--- config.mk ---
export PLATFORM = sky130hd
export DESIGN_NAME = spi_master_tx
export DESIGN_NICKNAME = d
export VERILOG_FILES = /design/src/rtl/spi_pkg.sv /design/src/rtl/spi_master_tx.sv
export SDC_FILE = /design/constraint.sdc
export NUM_CORES = 1
export LEC_CHECK = 0
export CAP_MARGIN = 20
export CORE_ASPECT_RATIO = 0.5
export CORE_MARGIN = 2
export CORE_UTILIZATION = 48
export CTS_CLUSTER_DIAMETER = 100
export DETAILED_ROUTE_END_ITERATION = 10
export PLACE_DENSITY = 0.75
export SETUP_SLACK_MARGIN = 0.05
export SYNTH_ARGS = -nofsm -noshare
export SYNTH_HDL_FRONTEND = slang
export SYNTH_SLANG_ARGS = --single-unit
export TNS_END_PERCENT = 10
--- constraint.sdc ---
create_clock -name ico_clk -period 1.7 [get_ports ico_clk]
set_clock_uncertainty 0.15 [all_clocks]
set_input_delay 0.34 -clock ico_clk [delete_from_list [all_inputs] [get_ports ico_clk]]
set_output_delay 0.34 -clock ico_clk [all_outputs]
set_load 0.02 [all_outputs]
--- src/rtl/spi_pkg.sv ---
// Shared SPI definitions: initiator FSM states and the command-byte layout
// understood by both the initiator and the responder.
package spi_pkg;

   typedef enum logic [2:0] {
      IDLE,
      LEAD,
      SHIFT,
      HOLD,
      TRAIL,
      GAP
   } spi_state_e;

   localparam int unsigned ADDR_HI = 7;
   localparam int unsigned ADDR_LO = 6;
   localparam int unsigned OP_HI   = 5;
   localparam int unsigned OP_LO   = 4;
   localparam int unsigned DATA_HI = 3;
   localparam int unsigned DATA_LO = 0;

   localparam logic [1:0] OP_WRITE = 2'b00;
   localparam logic [1:0] OP_READ  = 2'b01;

   function automatic logic [7:0] mk_cmd(input logic [1:0] addr,
                                         input logic [1:0] op,
                                         input logic [3:0] data);
      logic [7:0] cmd;
      cmd                  = '0;
      cmd[ADDR_HI:ADDR_LO] = addr;
      cmd[OP_HI:OP_LO]     = op;
      cmd[DATA_HI:DATA_LO] = data;
      return cmd;
   endfunction

endpackage

--- src/rtl/spi_master_tx.sv ---
// Mode-0 SPI initiator, MSB first, with a byte valid/ready front end;
// tx_last closes the transaction, otherwise SEL stays low in HOLD.
module spi_master_tx
   import spi_pkg::*;
#(
   parameter int unsigned CLK_DIV     = 4,
   parameter int unsigned LEAD_CYCLES = 4,
   parameter int unsigned GAP_CYCLES  = 4
) (
   input  logic       ico_clk,
   input  logic       rst,
   input  logic       tx_valid,
   output logic       tx_ready,
   input  logic [7:0] tx_data,
   input  logic       tx_last,
   output logic       rx_valid,
   output logic [7:0] rx_data,
   output logic       busy,
   output logic       spi_sclk,
   output logic       spi_sel,
   output logic       spi_mosi,
   input  logic       spi_miso
);

   localparam int unsigned PW      = (CLK_DIV > 1) ? $clog2(CLK_DIV) : 1;
   localparam int unsigned CNT_MAX = (LEAD_CYCLES > GAP_CYCLES) ? LEAD_CYCLES : GAP_CYCLES;
   localparam int unsigned CW      = (CNT_MAX > 1) ? $clog2(CNT_MAX) : 1;

   localparam logic [PW-1:0] PH_LAST   = PW'(CLK_DIV - 1);
   localparam logic [CW-1:0] LEAD_LAST = CW'(LEAD_CYCLES - 1);
   localparam logic [CW-1:0] GAP_LAST  = CW'(GAP_CYCLES - 1);

   spi_state_e    state_q;
   logic          tx_ready_q;
   logic          rx_valid_q;
   logic [7:0]    rx_data_q;
   logic          sclk_q;
   logic          sel_q;
   logic          mosi_q;
   logic [6:0]    tx_sh_q;
   logic [6:0]    rx_sh_q;
   logic          last_q;
   logic [PW-1:0] ph_q;
   logic [2:0]    bit_q;
   logic [CW-1:0] cnt_q;

   logic          accept;
   logic [7:0]    rx_shift_d;

   assign accept     = tx_valid && tx_ready_q;
   assign rx_shift_d = {rx_sh_q, spi_miso};

   always_ff @(posedge ico_clk) begin
      if (rst) begin
         state_q    <= IDLE;
         tx_ready_q <= 1'b1;
         rx_valid_q <= 1'b0;
         rx_data_q  <= '0;
         sclk_q     <= 1'b0;
         sel_q      <= 1'b1;
         mosi_q     <= 1'b0;
         tx_sh_q    <= '0;
         rx_sh_q    <= '0;
         last_q     <= 1'b0;
         ph_q       <= '0;
         bit_q      <= '0;
         cnt_q      <= '0;
      end else begin
         rx_valid_q <= 1'b0;
         case (state_q)
            IDLE: begin
               if (accept) begin
                  state_q    <= LEAD;
                  tx_ready_q <= 1'b0;
                  sel_q      <= 1'b0;
                  mosi_q     <= tx_data[7];
                  tx_sh_q    <= tx_data[6:0];
                  last_q     <= tx_last;
                  cnt_q      <= '0;
               end
            end

            LEAD: begin
               if (cnt_q == LEAD_LAST) begin
                  state_q <= SHIFT;
                  cnt_q   <= '0;
                  ph_q    <= '0;
                  bit_q   <= '0;
               end else begin
                  cnt_q <= cnt_q + 1'b1;
               end
            end

            SHIFT: begin
               if (ph_q != PH_LAST) begin
                  ph_q <= ph_q + 1'b1;
               end else begin
                  ph_q <= '0;
                  if (!sclk_q) begin
                     sclk_q <= 1'b1;
                  end else begin
                     // Last cycle of the high phase: sample MISO, then fall.
                     sclk_q  <= 1'b0;
                     rx_sh_q <= rx_shift_d[6:0];
                     if (bit_q == 3'd7) begin
                        rx_data_q  <= rx_shift_d;
                        rx_valid_q <= 1'b1;
                        if (last_q) begin
                           state_q <= TRAIL;
                           cnt_q   <= '0;
                        end else begin
                           state_q    <= HOLD;
                           tx_ready_q <= 1'b1;
                        end
                     end else begin
                        bit_q   <= bit_q + 1'b1;
                        mosi_q  <= tx_sh_q[6];
                        tx_sh_q <= {tx_sh_q[5:0], 1'b0};
                     end
                  end
               end
            end

            HOLD: begin
               if (accept) begin
                  state_q    <= SHIFT;
                  tx_ready_q <= 1'b0;
                  mosi_q     <= tx_data[7];
                  tx_sh_q    <= tx_data[6:0];
                  last_q     <= tx_last;
                  ph_q       <= '0;
                  bit_q      <= '0;
               end
            end

            TRAIL: begin
               if (cnt_q == LEAD_LAST) begin
                  state_q <= GAP;
                  sel_q   <= 1'b1;
                  cnt_q   <= '0;
               end else begin
                  cnt_q <= cnt_q + 1'b1;
               end
            end

            GAP: begin
               if (cnt_q == GAP_LAST) begin
                  state_q    <= IDLE;
                  tx_ready_q <= 1'b1;
                  cnt_q      <= '0;
               end else begin
                  cnt_q <= cnt_q + 1'b1;
               end
            end

            default: begin
               state_q    <= IDLE;
               tx_ready_q <= 1'b1;
               sel_q      <= 1'b1;
               sclk_q     <= 1'b0;
            end
         endcase
      end
   end

   assign tx_ready = tx_ready_q;
   assign rx_valid = rx_valid_q;
   assign rx_data  = rx_data_q;
   assign busy     = (state_q != IDLE);
   assign spi_sclk = sclk_q;
   assign spi_sel  = sel_q;
   assign spi_mosi = mosi_q;

endmodule

==> flow_summary_export.csv <==
group,metric,value,unit
sta,post-route-period-util,1.12,
logic_synthesis,ys_ff_latch,38,
place,portBuffers,26,
clock_tree,htree_levels,2,
hold_path,min_from,"rx_data[3]",
power,power,3570,uW
run_status,outcome,"complete, but fails checks",
hold_path,hp-class,"reg -> reg",
logic_synthesis,syn_inst,200,
drt,drc,0,
sta,tightest_slew,0.539,ns
global_routing,grt_start_max_net_pins,16,
logic_synthesis,async_flop_share,0,
logic_synthesis,synth-main-ff-cell,"dfxtp_1",
setup_path,arrival,1.96,ns
power,leakage,0.00124,uW
drt,routedWlPerCell,15.6,microns
place,hpwlAfterDp,3.20,mm
setup_path,rrSetupSlack,-0.20,ns
clock_tree,cts_buffer_depth,2,
logic_synthesis,synth_area,1820,sq um
global_routing,gr-usage-all-layers,0.234,
final_layout,diodes,0,
hold_path,hold_end,"rx_data[3]",
floorplan,die_h,47.6,microns
power,p_per_area,1340,nW/um^2
logic_synthesis,syn_nets,217,
final_layout,drive_above_1_share,0.300,
drt,drt_iter0_drc,175,
sta,timing.slew.headroom,0.640,
logic_synthesis,ys_warn_count,0,
setup_path,r2r_end,"bit_q[0]",
floorplan,io_pins,27,
logic_synthesis,synth_area_leaders,"dfxtp_1 (42%), a21oi_1 (8.5%), mux2i_1 (8.2%), a211oi_2 (4.8%), o21ai_0 (3.3%)",
floorplan,die-area,4340,sq um
logic_synthesis,synth.distinct_cells,44,
logic_synthesis,synth-edff-count,0,
final_layout,multi_input_area,1080,sq um
clock_tree,cts_root_buf,"clkbuf_8",
sta,hold_viol,0,
sta,setup_violations,20,
setup_path,cp.required,1.76,ns
clock_tree,clock_latency,0.28,ns
clock_tree,cts_sinks,38,
setup_path,crit_fanout,2,
place,gp_congestion,0.953,
sta,hold_ws,0.305,ns
global_routing,antenna_found_initial,0,
logic_synthesis,avgSynthCellArea,9.12,sq um
logic_synthesis,synth.top_cell.area_share,0.417,
drt,routed_wl,4.85,mm
final_layout,seq_area,767,sq um
setup_path,r2r_cells,6,
final_layout,syn_to_final_growth,45.9,%
sta,period_minus_slack,1.90,ns
place,preCtsSetupSlack,-0.251,ns
sta,fin_setup_tns,-2.00,ns
clock_tree,cts_tree,"built",
sta,slew_viol_final,0,
final_layout,final_core_util,0.754,
sta,fin_ws,-0.199,ns
clock_tree,cts_buffers,5,
drt,postRouteAntennaNets,0,
setup_path,cp-end-kind,"flop",
global_routing,grt_pass1_vias,1644,
setup_path,r2r_start,"bit_q[1]",
clock_tree,clkTransAtPathRegs,0.07,ns
logic_synthesis,yosysMostFrequentCell,"dfxtp_1",
floorplan,start_util,0.517,
global_routing,grt_pass1_wl,7.76,mm
logic_synthesis,ys_seq_area_frac,0.417,
logic_synthesis,yosys.area.top_type,"dfxtp_1",
sta,rsz0062_at_grt,"yes",
drt,routed_via_density,5.75,
logic_synthesis,synthTopCellsByCount,"dfxtp_1 (38), a21oi_1 (31), mux2i_1 (15)",
global_routing,grt-ovfl-total,0,
floorplan,rows,15,
sta,max_freq,0.527,GHz
hold_path,holdPathStages,2,
drt,vias,1788,
power,vdd_drop_max,0.000586,V
floorplan,die_w,91.2,microns
setup_path,path_class,"reg -> reg",
final_layout,fin_nets,276,
final_layout,fillers,256,
drt,first_pass_iters,4,
run_status,failed_checks,"negative setup slack",
floorplan,core_region_area,3530,sq um
run,max-cap-violations,0,
setup_path,critPathLaunchType,"flop",
-- worst max-delay path by stage --
stage | from | cells after the start | to | slack (ns)
6_report | bit_q[1] | 6 | bit_q[0] | -0.20
2_1_floorplan | bit_q[1] | 6 | bit_q[0] | -0.06
5_1_grt | bit_q[1] | 8 | bit_q[2] | -0.25
3_5_place_dp | tx_valid | 7 | tx_sh_q[0] | -0.25
4_1_cts | bit_q[1] | 6 | bit_q[0] | -0.14
3_3_place_gp | tx_valid | 5 | bit_q[0] | -0.25
-- what timing repair did --
action | in CTS | in global routing
setup endpoints to repair | 38 | 47
pin swaps | 9 | 14
setup buffers | 4 | 0
cloned | 1 | 0
hold buffers | 0 | 0
resized for setup | 18 | 30
-- stage by stage --
stage	std cells	instance area (sq um)
3_3_place_gp	298	2390
4_1_cts	311	2590
5_1_grt	311	2660
3_5_place_dp	298	2390
2_1_floorplan	200	1860
6_report	311	2660
-- state kept, by name (all words and copies together) (netlist names) --
| signal | count |
|---|---|
| tx_ready | 1 |
| last_q | 1 |
| bit_q | 3 |
| rx_valid | 1 |
| tx_sh_q | 7 |
| rx_sh_q | 7 |
| state_q | 3 |
| spi_sclk | 1 |
| ph_q | 2 |
| spi_mosi | 1 |
| rx_data | 8 |
| spi_sel | 1 |
| cnt_q | 2 |
-- area by class of cell --
cell class / instances / area share
clock inverters: 1 / 0.00188
well taps: 51 / 0.0240
clock buffers: 7 / 0.0324
repair buffers: 66 / 0.240
multi-input cells: 144 / 0.408
inverters: 4 / 0.00564
flip-flops and latches: 38 / 0.288
-- power by group --
part | internal, uW | switching [uW]
Combinational | 890 | 897
Clock | 327 | 301
Sequential | 1040 | 114
Total | 2260 | 1310
-- layer usage --
layer  track usage  up-vias  routed length (microns)  share of wire
li1              -      858                        -              -
met1         0.271      832                     2050           0.42
met2         0.431       81                     2320           0.48
met3        0.0709       17                      336          0.069
met4        0.0939        0                      143          0.029
met5             0        -                        0              0
-- worst max-delay path, stage by stage (launching register included) --
cell	delay [ns]
dfxtp_2	0.34
ha_4	0.16
ha_4	0.15
nand3b_1	0.20
a21o_1	0.20
or4_1	0.48
a21oi_1	0.14
-- placed cells by master (no fill, tap or decap), drive strengths merged, types with 2 or more instances in the layout --
| cell | n |
|---|---|
| a211o | 3 |
| a211oi | 7 |
| a21o | 2 |
| a21oi | 31 |
| and2 | 2 |
| and3 | 2 |
| buf | 40 |
| clkbuf | 8 |
| clkdlybuf4s50 | 12 |
| dfxtp | 38 |
| dlymetal6s2s | 12 |
| ha | 4 |
| inv | 4 |
| mux2i | 15 |
| nand2 | 11 |
| nand3 | 10 |
| nand3b | 2 |
| nand4 | 4 |
| nor2 | 13 |
| nor2b | 2 |
| o21ai | 12 |
| o41ai | 2 |
| or3 | 3 |
-- logic make-up (layout without fill, tap and decap cells) --
logic type | count (synthesis) | after routing | share of synthesized area
compound gates | 68 | 68 | 0.254
flops | 38 | 38 | 0.417
simple gates | 57 | 57 | 0.171
buf+inv | 18 | 78 | 0.0473
mux | 15 | 15 | 0.0823
fa+ha+maj | 4 | 4 | 0.0274
(Power assumes the default switching activity.)
